**src/rtl/counter_pkg.sv**
```systemverilog
// Shared types for the up/down modulo counter.
// Latency: n/a (types only).
// Backpressure: n/a.
package counter_pkg;

   // Behaviour when a step would leave the 0..modulus range.
   typedef enum logic [1:0] {
      MODE_WRAP    = 2'b00,
      MODE_SAT     = 2'b01,
      MODE_ONESHOT = 2'b10,
      MODE_RSVD    = 2'b11
   } mode_e;

   // HALT is entered only after a one-shot terminal event.
   typedef enum logic {
      ST_RUN  = 1'b0,
      ST_HALT = 1'b1
   } state_e;

endpackage

```
**src/rtl/updown_mod_counter_if.sv**
```systemverilog
// Control/status bundle of the up/down modulo counter.
// Latency: n/a (wiring only).
// Backpressure: none; controls are sampled every cycle.
interface updown_mod_counter_if
   import counter_pkg::*;
#(
   parameter int WIDTH      = 16,
   parameter int STEP_WIDTH = 4
);
   logic                  load;
   logic [WIDTH-1:0]      load_value;
   logic                  enable;
   logic                  dir;
   logic [STEP_WIDTH-1:0] step;
   logic [WIDTH-1:0]      modulus;
   mode_e                 mode;
   logic [WIDTH-1:0]      count;
   logic                  tc;
   logic                  halted;

   // Controller side drives controls and observes status.
   modport master (
      output load, load_value, enable, dir, step, modulus, mode,
      input  count, tc, halted
   );

   // Counter side.
   modport slave (
      input  load, load_value, enable, dir, step, modulus, mode,
      output count, tc, halted
   );
endinterface

```
**src/rtl/counter_step_calc.sv**
```systemverilog
// Next-value and terminal detection for one step of the counter.
// Latency: purely combinational.
// Backpressure: none.
module counter_step_calc #(
   parameter int WIDTH      = 16,
   parameter int STEP_WIDTH = 4
) (
   input  logic [WIDTH-1:0]      count,
   input  logic [STEP_WIDTH-1:0] step,
   input  logic                  dir,
   input  logic [WIDTH-1:0]      modulus,
   output logic [WIDTH-1:0]      next_val,
   output logic                  terminal
);
   logic [WIDTH-1:0] step_ext;
   logic [WIDTH:0]   sum;

   assign step_ext = WIDTH'(step);

   // The extra sum bit keeps overflow visible so count+step never aliases back into range.
   always_comb begin
      sum      = {1'b0, count} + {1'b0, step_ext};
      next_val = dir ? (count - step_ext) : sum[WIDTH-1:0];
      terminal = 1'b0;
      if (step_ext != '0) begin
         if (count > modulus) begin
            // Modulus was lowered under the current count.
            terminal = 1'b1;
         end else if (dir) begin
            terminal = (count < step_ext);
         end else begin
            terminal = (sum > {1'b0, modulus});
         end
      end
   end
endmodule

```
**src/rtl/updown_mod_counter.sv**
```systemverilog
// Up/down modulo counter with wrap/saturate/one-shot terminal handling and tc pulse.
// Latency: 1 cycle from load/enable to count, tc and halted (all registered).
// Backpressure: none; HALT ignores enable until load or reset.
module updown_mod_counter
   import counter_pkg::*;
#(
   parameter int WIDTH      = 16,
   parameter int STEP_WIDTH = 4
) (
   input  logic              clk,
   input  logic              reset,
   updown_mod_counter_if.slave bus
);
   state_e           state_q, state_d;
   logic [WIDTH-1:0] count_q, count_d;
   logic             tc_q, tc_d;
   logic             halted_q, halted_d;
   logic [WIDTH-1:0] next_val;
   logic             terminal;
   logic [WIDTH-1:0] load_clamped;

   counter_step_calc #(
      .WIDTH      (WIDTH),
      .STEP_WIDTH (STEP_WIDTH)
   ) u_step_calc (
      .count    (count_q),
      .step     (bus.step),
      .dir      (bus.dir),
      .modulus  (bus.modulus),
      .next_val (next_val),
      .terminal (terminal)
   );

   assign load_clamped = (bus.load_value > bus.modulus) ? bus.modulus : bus.load_value;

   // Next state: load beats enable; terminal handling depends on mode and direction.
   always_comb begin
      state_d = state_q;
      count_d = count_q;
      tc_d    = 1'b0;
      if (bus.load) begin
         count_d = load_clamped;
         state_d = ST_RUN;
      end else if (bus.enable && (state_q == ST_RUN)) begin
         if (terminal) begin
            tc_d = 1'b1;
            case (bus.mode)
               MODE_SAT: begin
                  count_d = bus.dir ? '0 : bus.modulus;
               end
               MODE_ONESHOT: begin
                  count_d = bus.dir ? '0 : bus.modulus;
                  state_d = ST_HALT;
               end
               default: begin
                  // Wrap, and the reserved encoding which behaves as wrap.
                  count_d = bus.dir ? bus.modulus : '0;
               end
            endcase
         end else begin
            count_d = next_val;
         end
      end
      halted_d = (state_d == ST_HALT);
   end

   // State and output registers with synchronous reset.
   always_ff @(posedge clk) begin
      if (reset) begin
         state_q  <= ST_RUN;
         count_q  <= '0;
         tc_q     <= 1'b0;
         halted_q <= 1'b0;
      end else begin
         state_q  <= state_d;
         count_q  <= count_d;
         tc_q     <= tc_d;
         halted_q <= halted_d;
      end
   end

   assign bus.count  = count_q;
   assign bus.tc     = tc_q;
   assign bus.halted = halted_q;
endmodule

```
**src/flat_wrapper.sv**
```systemverilog
// flat-port wrapper written by rule: the top's interface ports become plain ports
module updown_mod_counter_flat import counter_pkg::*;
#(
   parameter int WIDTH      = 16,
   parameter int STEP_WIDTH = 4
)
  (clk, reset, bus_load, bus_load_value, bus_enable, bus_dir, bus_step, bus_modulus, bus_mode, bus_count, bus_tc, bus_halted);
  updown_mod_counter_if #(.WIDTH(WIDTH), .STEP_WIDTH(STEP_WIDTH)) bus_i ();
  input  logic clk;
  input  logic reset;
  input wire logic [$bits(bus_i.load)-1:0] bus_load;
  input wire logic [$bits(bus_i.load_value)-1:0] bus_load_value;
  input wire logic [$bits(bus_i.enable)-1:0] bus_enable;
  input wire logic [$bits(bus_i.dir)-1:0] bus_dir;
  input wire logic [$bits(bus_i.step)-1:0] bus_step;
  input wire logic [$bits(bus_i.modulus)-1:0] bus_modulus;
  input wire logic [$bits(bus_i.mode)-1:0] bus_mode;
  output wire logic [$bits(bus_i.count)-1:0] bus_count;
  output wire logic [$bits(bus_i.tc)-1:0] bus_tc;
  output wire logic [$bits(bus_i.halted)-1:0] bus_halted;
  assign bus_i.load = bus_load;
  assign bus_i.load_value = bus_load_value;
  assign bus_i.enable = bus_enable;
  assign bus_i.dir = bus_dir;
  assign bus_i.step = bus_step;
  assign bus_i.modulus = bus_modulus;
  assign bus_i.mode = bus_mode;
  assign bus_count = bus_i.count;
  assign bus_tc = bus_i.tc;
  assign bus_halted = bus_i.halted;
  updown_mod_counter #(.WIDTH(WIDTH), .STEP_WIDTH(STEP_WIDTH)) u_core (.clk(clk), .reset(reset), .bus(bus_i));
endmodule
```
**config.mk**
```make
export PLATFORM = sky130hd
export DESIGN_NAME = updown_mod_counter_flat
export DESIGN_NICKNAME = d
export VERILOG_FILES = /design/src/rtl/counter_pkg.sv /design/src/rtl/updown_mod_counter_if.sv /design/src/rtl/counter_step_calc.sv /design/src/rtl/updown_mod_counter.sv /design/src/flat_wrapper.sv
export SDC_FILE = /design/constraint.sdc
export NUM_CORES = 1
export LEC_CHECK = 0
export ABC_CLOCK_PERIOD_IN_PS = 7050
export CORE_MARGIN = 2
export CORE_UTILIZATION = 58
export DETAILED_ROUTE_END_ITERATION = 12
export PLACE_DENSITY = 0.84
export SYNTH_ARGS = -nofsm -noshare
export SYNTH_HDL_FRONTEND = slang
export SYNTH_SLANG_ARGS = --single-unit
```
**constraint.sdc**
```tcl
create_clock -name clk -period 7.05 [get_ports clk]
set_input_delay 0.705 -clock clk [delete_from_list [all_inputs] [get_ports clk]]
set_output_delay 0.705 -clock clk [all_outputs]
set_load 0.01 [all_outputs]
```
### Yosys cells after proc, flatten, opt, wreduce, memory -nomap -nowiden

Cells that the tools add are included.

* add/sub/neg operators: 2
* $mul: 0
* div/mod/pow operators: 0
* $lt $le $gt $ge: 4
* equality and inequality tests: 2
* shift operators: 0
* muxes and demuxes: 12
* bitwise logic cells: 2
* reduce and logical (&&, ||, !) cells: 7

Operators by type and width (count)
* 2-to-1 mux 16 bit: 8
* greater-than comparator 16 bit: 2
* adder 16 x 4 -> 17 bit: 1
* greater-than comparator 17 x 16 -> 1 bit: 1
* < comparator 16 x 4 -> 1 bit: 1
* nonzero test 16 bit: 1
* subtractor 16 x 4 -> 16 bit: 1
* 2-to-1 mux 1 bit: 4
* OR reduction 2 bit: 2
* AND reduction 3 bit: 1
* OR reduction 3 bit: 1
* equality test 2 x 1 -> 1 bit, second input constant: 1
* equality test 2 bit, second input constant: 1
* inverter 1 bit: 2
* nonzero test 2 bit: 1
* logical AND 1 bit: 1

* register bits after elaboration: 18
* bits in latches: 0
* memory bits (writable): 0
* memory bits (read-only): 0
* bits of input ports: 43
* output and inout bits: 18
* logic and storage cells: 32
* memories kept: 0

### Longest topological paths before layout

Gate-level depths: netlist of the first run.

* depth after elaboration: 8
* depth in mapped cells: 17
* gate-level depth less buffers: 15

### Cells and area by module

Synthesis of the first run repeated with hierarchy kept, for this count alone.

* cell total of the unflattened synthesis: 511
* area total of the unflattened synthesis: 3727.3 um2

Modules (own cells, without submodules)
* updown_mod_counter: times used 1, cells each 273, area each 2042.0 um2, seq. area each 360.3 um2
* counter_step_calc: times used 1, cells each 238, area each 1685.4 um2, seq. area each 0.0 um2

### Least setup slack after synthesis of the first run

No wires, ideal clock.

* path type: input -> register
* from: input port bus_step[2]
* to: register u_core.count_q[10], in the netlist u_core.bus.count[10]
* setup time: 0.139 ns
* data arrival time: 4.307 ns
* data required time: 6.911 ns
* setup slack: 2.604 ns
* cell stages on the path: 16
* path buffers: 2
* cell sequence: inv_1 ha_1 buf_2 nand2b_1 a211oi_1 nand3_1 xnor2_1 ha_1 nand4_2 or4_4 o211a_1 or3_4 o31a_4 buf_6 a221oi_2 a211oi_2

* word-level cells in the longest chain between the ends: 8
* elaborated cells between the ends (all ways): 12
* classes of those cells: add/sub (2); order compare (2); mux (7); reduce/logical (1)

RTL lines
* start, declared: RTL line flat_wrapper.sv:15 `input wire logic [$bits(bus_i.step)-1:0] bus_step;`
* adder 16 x 4 -> 17 bit: RTL line counter_step_calc.sv:22 `sum = {1'b0, count} + {1'b0, step_ext};`
* greater-than comparator 17 x 16 -> 1 bit: RTL line counter_step_calc.sv:32 `terminal = (sum > {1'b0, modulus});`
* 2-to-1 mux 1 bit: RTL line counter_step_calc.sv:29 `end else if (dir) begin`
* 2-to-1 mux 1 bit: RTL line counter_step_calc.sv:26 `if (count > modulus) begin`
* 2-to-1 mux 1 bit: RTL line counter_step_calc.sv:25 `if (step_ext != '0) begin`
* 2-to-1 mux 16 bit (*): RTL line updown_mod_counter.sv:45 `if (terminal) begin`
* 2-to-1 mux 16 bit (*): RTL line updown_mod_counter.sv:44 `end else if (bus.enable && (state_q == ST_RUN)) begin`
* 2-to-1 mux 16 bit (*): RTL line updown_mod_counter.sv:41 `if (bus.load) begin`
* end signal, assigned: RTL line updown_mod_counter.sv:76 `count_q <= count_d;`
* end, declared: RTL line updown_mod_counter.sv:15 `logic [WIDTH-1:0] count_q, count_d;`

Mark *: on every way between the ends. The rest lies on a longest branch, timed or not. The select of a mux whose other input is x is not followed.
A chain may end at the register's enable or synchronous reset.

### Final worst setup path of the first run

* from: input port bus_step[1]
* to: register u_core.count_q[1], in the netlist u_core.bus.count[1]

Same word-level chain as after synthesis.

==> impl_results.md, run 1 <==
- Vias in the first global route: around 3400
- Max Cap Violations: 0
- Vias: between 3000 and 4000
- Worst Setup Start Kind: input pin
- Unrepaired setup endpoints after global routing: no
- GRT Residual Overflow: 0
- FMAX: around 0.19 GHz
- DR iter-0 viols: around 320
- Setup Skew: just under 0.01 ns
- Hold Buf Count CTS: 0
- Num CTS Buffers: 3
- Post-Route Setup TNS: 0 ns
- Io pins: 61
- Async SR Flop Fraction: 0
- Synth area leaders: ha_1, dfxtp_1, xnor2_1, nor2_1, nand2_1
- Register area: about 360 sq um
- Remaining routing DRC violations: 0
- Initial core utilization: 0.599
- Proportion of layout cells with a drive suffix above 1: 0.0891
- Die width: just under 80 um
- Relative slew slack: 0.396
- All-Layer GR Usage: 0.327
- Worst min path class: register to register
- Htree depth: 1
- Pin count of the biggest net entering global routing: 35
- Status: complete, no violations
- First-pass GRT wire length: 16300 um
- Antenna Nets Post-Route: 0
- Drt pass-1 iters: 5
- Syn. warnings: 0
- Resize count post-CTS: 0
- Slew @ Worst Pin: ~0.9 ns
- Core Region: 5470 sq um
- CTS tree: yes
- IO Port Bufs: 60
- Die ar.: ~6300 sq um
- Leak: 1.64 nW
- CP top delay family: simple AND/OR/NAND/NOR gates
- Setup Buffers After CTS: 0
- Worst IR drop on VDD: between 0.09 and 0.1 mV
- CTS Buffer Depth: 2
- CP Capture Type: register
- Clk_lat worst skew: approximately 0.26 ns
- CP Buf/Inv Count: 3
- Final-report max-slew violation count: 0
- Rows: 27
- Post-synth top area cell: ha_1
- Post-synth EDFFs: 0
- Final core occ: 0.715
- Area of the multi-input gates: between 2000 and 3000 sq um
- Final setup fails: 0
- DPL Wire Length: just under 8000 um
- Seq/Total Area, Yosys: 0.110
- Synth Register Bits: 18
- Pwr dens: ~150 nW/um^2
- Primary FF master, synth: dfxtp_1
- CTS clk-pin slew, worst paths: around 0.080 ns
- Routed WL: just over 10000 um
- P&R area growth vs syn: 19.5%
- Clock Tree Root: clkbuf_8
- Crit path max-delay cell type: clkdlybuf4s50_1
- Share of the synthesized area in the top cell type: 0.218
- Cell Area, Synth: 3280 sq um
- Critical path class: input pin to register
- Synth Instances: 420
- Worst EP required: between 7 and 8 ns
- Syn_nets: 522
- Avg Inst Size Synth: slightly below 8 sq um
- Die Height: between 70 and 80 um
- Post-route clock period utilization: 0.759
- # diodes: 0
- Post-layout minimum cycle time: 5.35 ns
- Max incr delay on CP: about 0.59 ns
- CP Max Fanout: 9
- Yosys cell types: 59
- Final nets: about 560
- DR vias/cell: 6.46
- Count leader, synth: ha_1
- Crit-path cells: clkdlybuf4s50_1, inv_1, ha_1, nor2b_1, o21ai_0, a21oi_1, and4_1, xor2_1, ha_1, nand4_2, or4_4, o211a_1, or3_4, nor4_4, buf_4, a221oi_1, a221oi_1
- Global placement routability congestion: 0.997
- Final hold violations: 0
- # fillers: ~480
- Synth cell count leaders: ha_1, nor2_1, nand2_1
- Initial antenna violation count: 0
- CP arrival: ~5.5 ns
- Post-DR wirelength/cell: around 19 um
- CTS sink cnt: 18
## layout by cell type, fill, tap and decap left out, drive strengths merged, types with 6 or more instances in the layout
master / netlist / final
o21ai: 14 / 14
nor4: 8 / 8
clkdlybuf4s50: 1 / 60
nand2: 37 / 37
o211ai: 7 / 7
inv: 25 / 25
ha: 57 / 57
a21oi: 21 / 21
nor2b: 8 / 8
dfxtp: 18 / 18
o21bai: 6 / 6
xor2: 8 / 8
nand4: 11 / 11
a221oi: 16 / 16
nor2: 40 / 40
a211oi: 14 / 14
a31oi: 18 / 18
and4: 8 / 8
xnor2: 21 / 21
## state kept, by name (all words and copies together) (netlist names)
name and cells:
u_core.state_q 1, u_core.bus.count 16, u_core.bus.tc 1
## final cells by class
type	instances	share of cell area
Timing Repair Buffer	64	0.161
Clock buffer	3	0.0105
Tap cell	72	0.0230
Inverter	26	0.0249
Multi-Input combinational cell	349	0.688
Sequential cell	18	0.0921
## path summary, 6_finish.rpt
kind / start / end / slack, ns / cells after the start
worst max-delay path: bus_step[1] / u_core.bus.count[1]$_SDFFE_PP0P_ / 1.70 / 17
worst min-delay path: u_core.state_q$_SDFFE_PP0P_ / u_core.state_q$_SDFFE_PP0P_ / 0.51 / 1
worst max register to register: u_core.bus.count[3]$_SDFFE_PP0P_ / u_core.bus.count[1]$_SDFFE_PP0P_ / 2.30 / 15
worst min register to register: u_core.state_q$_SDFFE_PP0P_ / u_core.state_q$_SDFFE_PP0P_ / 0.51 / 1
## per-stage QoR
stage | area (sq um) | std cells | total power, mW | setup WS, ns | hold slack, ns
6_report | 3910 | 532 | 0.570 | 1.70 | 0.514
5_1_grt | 3910 | 532 | 0.611 | 1.37 | 0.541
4_1_cts | 3910 | 532 | 0.565 | 1.74 | 0.518
3_5_place_dp | 3870 | 529 | 0.486 | 1.46 | 0.504
3_3_place_gp | 3870 | 529 | 0.478 | 1.66 | 0.480
2_1_floorplan | 3280 | 420 | 0.376 | 2.60 | 0.530
## power by group
| part | internal (mW) | switching [mW] |
|---|---|---|
| registers | 0.114 | 0.0311 |
| clock network | 0.0381 | 0.0401 |
| logic | 0.163 | 0.184 |
## logic make-up after synthesis
logic type / count (synthesis) / synth area share
and+or+nand+nor: 140 / 0.226
AOI/OAI and AO/OA: 115 / 0.267
adders and majority gates: 59 / 0.230
buffers and inverters: 53 / 0.0695
xor gates and xnor gates: 29 / 0.0775
DFF: 18 / 0.110
muxes: 6 / 0.0202
## worst reg2reg max path, delay by kind of cell, from the launching register on
family / cells / cell delay [ns]
and+or+nand+nor: 6 / 1.93
AOI/OAI and AO/OA: 5 / 1.13
adders and majority gates: 2 / 0.72
DFF: 1 / 0.47
buffers and inverters: 1 / 0.30
xor gates and xnor gates: 1 / 0.09
## layer usage
| metal | GRT usage | vias to the layer above | routed length, um |
|---|---|---|---|
| met2 | 0.541 | 200 | 4630 |
| met1 | 0.429 | 1566 | 4140 |
| met4 | 0.148 | 0 | 381 |
| met5 | 0 | - | 0 |
| met3 | 0.0341 | 26 | 938 |
| li1 | - | 1643 | - |
(Power assumes the default switching activity.)
==> run 2: changes to the inputs <==
--- a/config.mk
+++ b/config.mk
@@ -5,11 +5,11 @@
 export SDC_FILE = /design/constraint.sdc
 export NUM_CORES = 1
 export LEC_CHECK = 0
-export ABC_CLOCK_PERIOD_IN_PS = 7050
+export ABC_CLOCK_PERIOD_IN_PS = 5380
 export CORE_MARGIN = 2
-export CORE_UTILIZATION = 58
+export CORE_UTILIZATION = 54
 export DETAILED_ROUTE_END_ITERATION = 12
-export PLACE_DENSITY = 0.84
+export PLACE_DENSITY = 0.79
 export SYNTH_ARGS = -nofsm -noshare
 export SYNTH_HDL_FRONTEND = slang
 export SYNTH_SLANG_ARGS = --single-unit
==> constraint.sdc (replaced) <==
create_clock -name clk -period 5.38 [get_ports clk]
set_input_delay 0.538 -clock clk [delete_from_list [all_inputs] [get_ports clk]]
set_output_delay 0.538 -clock clk [all_outputs]
set_load 0.01 [all_outputs]
==> impl_results.md, run 2 (synthesis gave the netlist of run 1 again) <==
- Status: complete, no violations
- All-Layer GR Usage: 0.323
- CTS Buffer Depth: 2
- Post-route clock period utilization: 0.920
- CP arrival: approximately 5.1 ns
- Leak: approximately 1.7 nW
- Relative slew slack: 0.383
- Final setup fails: 0
- Worst min path class: register to register
- Clock Tree Root: clkbuf_8
- Vias in the first global route: 3405
- Total power: ~760 uW
- Hold_sp: u_core.state_q$_SDFFE_PP0P_
- CTS sink cnt: 18
- Remaining routing DRC violations: 0
- CP Capture Type: register
- Die Height: about 82 um
- Max incr delay on CP: about 0.54 ns
- Htree depth: 1
- Initial core utilization: 0.557
- CP Launch Point: bus_step[2]
- Max Cap Violations: 0
- DPL Wire Length: just under 8000 um
- Most frequent cells in the layout: clkdlybuf4s50_1, ha_1, nor2_1, nand2_1, inv_1
- Pin count of the biggest net entering global routing: 35
- Post-layout minimum cycle time: roughly 4.9 ns
- RR Startpoint: u_core.bus.count[1]$_SDFFE_PP0P_
- Resize count post-CTS: 0
- CP Max Fanout: 14
- Io pins: slightly above 60
- CTS clk-pin slew, worst paths: 0.08 ns
- Routed WL: roughly 10000 um
- Most common cell after layout, fill and taps aside: clkdlybuf4s50_1
- Crit path max-delay cell type: or4_4
- Rows: 28
- Final hold violations: 0
- Setup Buffers After CTS: 0
- Worst IR drop on VDD: 0.109 mV
- FMAX: 0.202 GHz
- Antenna Nets Post-Route: 0
- CTS tree: yes
- P&R area growth vs syn: 21.0%
- Final-report max-slew violation count: 0
- Worst EP required: ~5.5 ns
- Final nets: 570
- Vias: approximately 3500
- # diodes: 0
- Max reg flops: 16
- Hold Slack: 0.504 ns
- Clk_lat worst skew: ~0.27 ns
- Post-Route Setup TNS: 0 ns
- DR iter-0 viols: roughly 270
- Die ar.: 6710 sq um
- Worst Setup Start Kind: input pin
- Proportion of layout cells with a drive suffix above 1: 0.101
- Num CTS Buffers: 3
- Pwr dens: around 190 nW/um^2
- Post-DR wirelength/cell: 19.0 um
- GRT Residual Overflow: 0
- Crit-path cells: clkdlybuf4s50_1, inv_1, ha_1, nand2b_1, a211oi_1, nand3_1, xnor2_1, ha_1, nand4_2, or4_4, o211a_1, or3_4, o31a_4, a221oi_1, a221oi_1
- Die width: between 80 and 90 um
- IO Port Bufs: 60
- Core Region: 5890 sq um
- Critical path class: input pin to register
- Slew @ Worst Pin: slightly above 0.9 ns
- # fillers: roughly 520
- Initial antenna violation count: 0
- Global placement routability congestion: 0.936
- Setup Skew: approximately 0.0095 ns
- Hold Buf Count CTS: 0
- DR vias/cell: approximately 6.5
- Drt pass-1 iters: 5
- First-pass GRT wire length: 16600 um
- Unrepaired setup endpoints after global routing: no
run 2: worst paths after layout:
kind | endpoint | slack [ns] | depth (start not counted)
worst max-delay path | u_core.bus.count[1]$_SDFFE_PP0P_ | 0.43 | 15
worst min-delay path | u_core.state_q$_SDFFE_PP0P_ | 0.50 | 1
worst max register to register | u_core.bus.count[1]$_SDFFE_PP0P_ | 0.80 | 14
worst min register to register | u_core.state_q$_SDFFE_PP0P_ | 0.50 | 1
run 2: report_power, final:
part / switching, mW / internal (mW) / total (mW)
clock: 0.0531 / 0.0500 / 0.103
sequential: 0.0421 / 0.149 / 0.191
combinational: 0.247 / 0.221 / 0.469
total: 0.343 / 0.420 / 0.763
run 2: cell type report:
class	instances	area, sq um	share of cell area
multi-input cells	349	2690	0.680
repair buffers	70	676	0.171
flip-flops and latches	18	360	0.0909
inverters	26	97.6	0.0246
well taps	75	93.8	0.0237
clock buffers	3	41.3	0.0104
run 2: stage by stage:
stage	instances	instance area, sq um	setup WS (ns)	utilization
6_report	541	3960	0.432	0.673
2_1_floorplan	420	3280	1.10	-
3_5_place_dp	538	3920	0.209	0.666
5_1_grt	541	3960	0.168	0.673
3_3_place_gp	538	3920	0.273	0.666
4_1_cts	541	3960	0.472	0.673
run 2: worst max-delay path, delay by kind of cell:
| kind | cells | cell delay [ns] |
|---|---|---|
| AOI/OAI and AO/OA | 5 | 1.64 |
| xor gates and xnor gates | 1 | 0.16 |
| adders and majority gates | 2 | 0.71 |
| buffers and inverters | 2 | 0.55 |
| and+or+nand+nor | 5 | 1.44 |
run 2: routing by layer:
metal | vias to the layer above | global-route usage | routed length, um
met3 | 24 | 0.0319 | 856
li1 | 1649 | - | -
met5 | - | 0 | 0
met1 | 1645 | 0.418 | 4270
met2 | 183 | 0.555 | 4870
met4 | 0 | 0.110 | 294
==> run 3: changes to the inputs <==
--- a/config.mk
+++ b/config.mk
@@ -6,6 +6,7 @@
 export NUM_CORES = 1
 export LEC_CHECK = 0
 export ABC_CLOCK_PERIOD_IN_PS = 5380
+export CORE_ASPECT_RATIO = 0.7
 export CORE_MARGIN = 2
 export CORE_UTILIZATION = 54
 export DETAILED_ROUTE_END_ITERATION = 12
==> constraint.sdc (replaced) <==
create_clock -name clk -period 5.38 [get_ports clk]
set_input_delay 1.076 -clock clk [delete_from_list [all_inputs] [get_ports clk]]
set_output_delay 1.076 -clock clk [all_outputs]
set_load 0.01 [all_outputs]
==> impl_results.md, run 3 (synthesis gave the netlist of run 1 again) <==
- Final hold violations: 0
- Clock Tree Root: clkbuf_8
- Die width: a little under 100 um
- Most common cell after layout, fill and taps aside: clkdlybuf4s50_1
- Crit-path cells: clkdlybuf4s50_1, inv_1, ha_2, inv_1, a21oi_1, a21oi_1, and4_1, xor2_1, ha_1, nand4_2, or4_4, o211a_1, or3_4, o31a_2, a221oi_2, a211oi_2
- Initial core utilization: 0.566
- Reg-to-Reg End: u_core.bus.count[9]$_SDFFE_PP0P_
- Total power: 816 uW
- P&R area growth vs syn: 25.2%
- Global placement routability congestion: 0.975
- DR iter-0 viols: about 370
- Placed Instance Area: between 3000 and 4000 sq um
- Final Cell Area: between 4000 and 5000 sq um
- CTS sink cnt: 18
- Setup slack at placement: -0.0188 ns
- Post-DR wirelength/cell: just under 20 um
- Io pins: 61
- Antenna Nets Post-Route: 0
- Hold_sp: u_core.state_q$_SDFFE_PP0P_
- R2R depth: 15
- Proportion of layout cells with a drive suffix above 1: 0.136
- IO Port Bufs: 60
- CTS Buffer Depth: 2
- Slew @ Worst Pin: around 0.92 ns
- Max incr delay on CP: between 0.5 and 0.6 ns
- Final-report max-slew violation count: 0
- Drt pass-1 iters: 5
- Pwr dens: roughly 200 nW/um^2
- Vias: ~3600
- Post-route clock period utilization: 0.963
- Relative slew slack: 0.378
- CTS tree: yes
- Crit path max-delay cell type: or4_4
- Final worst slack: around 0.20 ns
- Clk_lat worst skew: around 0.26 ns
- Most frequent cells in the layout: clkdlybuf4s50_1, ha_1, nor2_1, nand2_1, inv_1
- RR Startpoint: u_core.bus.count[3]$_SDFFE_PP0P_
- CP arrival: roughly 5.3 ns
- Placed cells: between 500 and 600
- Vias in the first global route: 3333
- Resize count post-CTS: 0
- Status: complete, no violations
- DPL Wire Length: 8520 um
- Routed WL: 10700 um
- Max reg flops: 16
- CP Max Fanout: 7
- Post-layout minimum cycle time: around 5.2 ns
- DR vias/cell: 6.44
- Remaining routing DRC violations: 0
- Hold Buf Count CTS: 0
- Num CTS Buffers: 3
- Worst EP required: 5.50 ns
- Leak: between 1.5 and 2 nW
- Final nets: between 500 and 600
- Initial antenna violation count: 0
- Die Height: 69.2 um
- Htree depth: 1
- Worst Setup Start Kind: input pin
- Pin count of the biggest net entering global routing: 35
- Core Region: slightly below 6000 sq um
- Die ar.: ~6700 sq um
- Rows: 23
- Setup Buffers After CTS: 0
- First-pass GRT wire length: between 15000 and 20000 um
- Max Cap Violations: 0
- CTS clk-pin slew, worst paths: roughly 0.08 ns
- Hold Path Stages: 1
- Non-Filler Instances: 553
- Critical path class: input pin to register
- CP Capture Type: register
- Unrepaired setup endpoints after global routing: no
- Final core occ: 0.709
- Setup Skew: 0.00468 ns
- GRT Residual Overflow: 0
- Worst IR drop on VDD: roughly 0.11 mV
- Final setup fails: 0
- FMAX: a little under 0.2 GHz
- All-Layer GR Usage: 0.314
- R2R Setup Slk: roughly 1.1 ns
- Worst Hold End: u_core.state_q$_SDFFE_PP0P_
- # diodes: 0
- Worst min path class: register to register
==> run 3: cell count changes in the layout (fill, tap and decap cells not counted), sizes merged <==
| cell | change |
|---|---|
| buf | +10 |
| clkbuf | +1 |
| o31a | +1 |
==> run 3: layout make-up <==
type                    instances  area (sq um)
multi-input cells             350          2740
fillers                       500          1680
repair buffers                 80           751
flip-flops and latches         18           360
inverters                      26          97.6
well taps                      75          93.8
clock buffers                   4          55.1
==> run 3: metal layers <==
layer  vias up  GRT usage  routed length (um)
li1       1696          -                   -
met1      1625      0.488                4980
met2       226      0.444                4280
met3        15     0.0507                1320
met4         0     0.0767                 148
met5         -          0                   0
==> run 3: stage by stage <==
step                hold WS, ns  TNS [ns]
floorplan                 0.530         0
global placement          0.470         0
detailed placement        0.480   -0.0690
CTS                       0.497         0
global route              0.516         0
finish                    0.496         0
==> run 3: worst max-delay path by stage <==
stage | endpoint | from | cells past startpoint
floorplan | u_core.bus.count[10]$_SDFFE_PP0P_ | bus_step[2] | 16
detailed placement | u_core.bus.count[0]$_SDFFE_PP0P_ | bus_step[3] | 16
global placement | u_core.bus.count[0]$_SDFFE_PP0P_ | bus_step[3] | 16
CTS | u_core.bus.count[2]$_SDFFE_PP0P_ | bus_step[3] | 16
finish | u_core.bus.count[9]$_SDFFE_PP0P_ | bus_step[3] | 16
global route | u_core.bus.count[3]$_SDFFE_PP0P_ | bus_step[3] | 17
==> run 3: report_power, final <==
part | internal, mW | total (mW) | switching, mW
sequential | 0.149 | 0.195 | 0.0467
combinational | 0.238 | 0.503 | 0.265
clock | 0.0652 | 0.118 | 0.0523
==> run 3: worst max-delay path, delay by kind of cell <==
kind            cells  cell delay (ns)
compound gates      6             1.40
xor+xnor            1             0.15
fa+ha+maj           2             0.73
buf+inv             3             0.64
simple gates        4             1.32
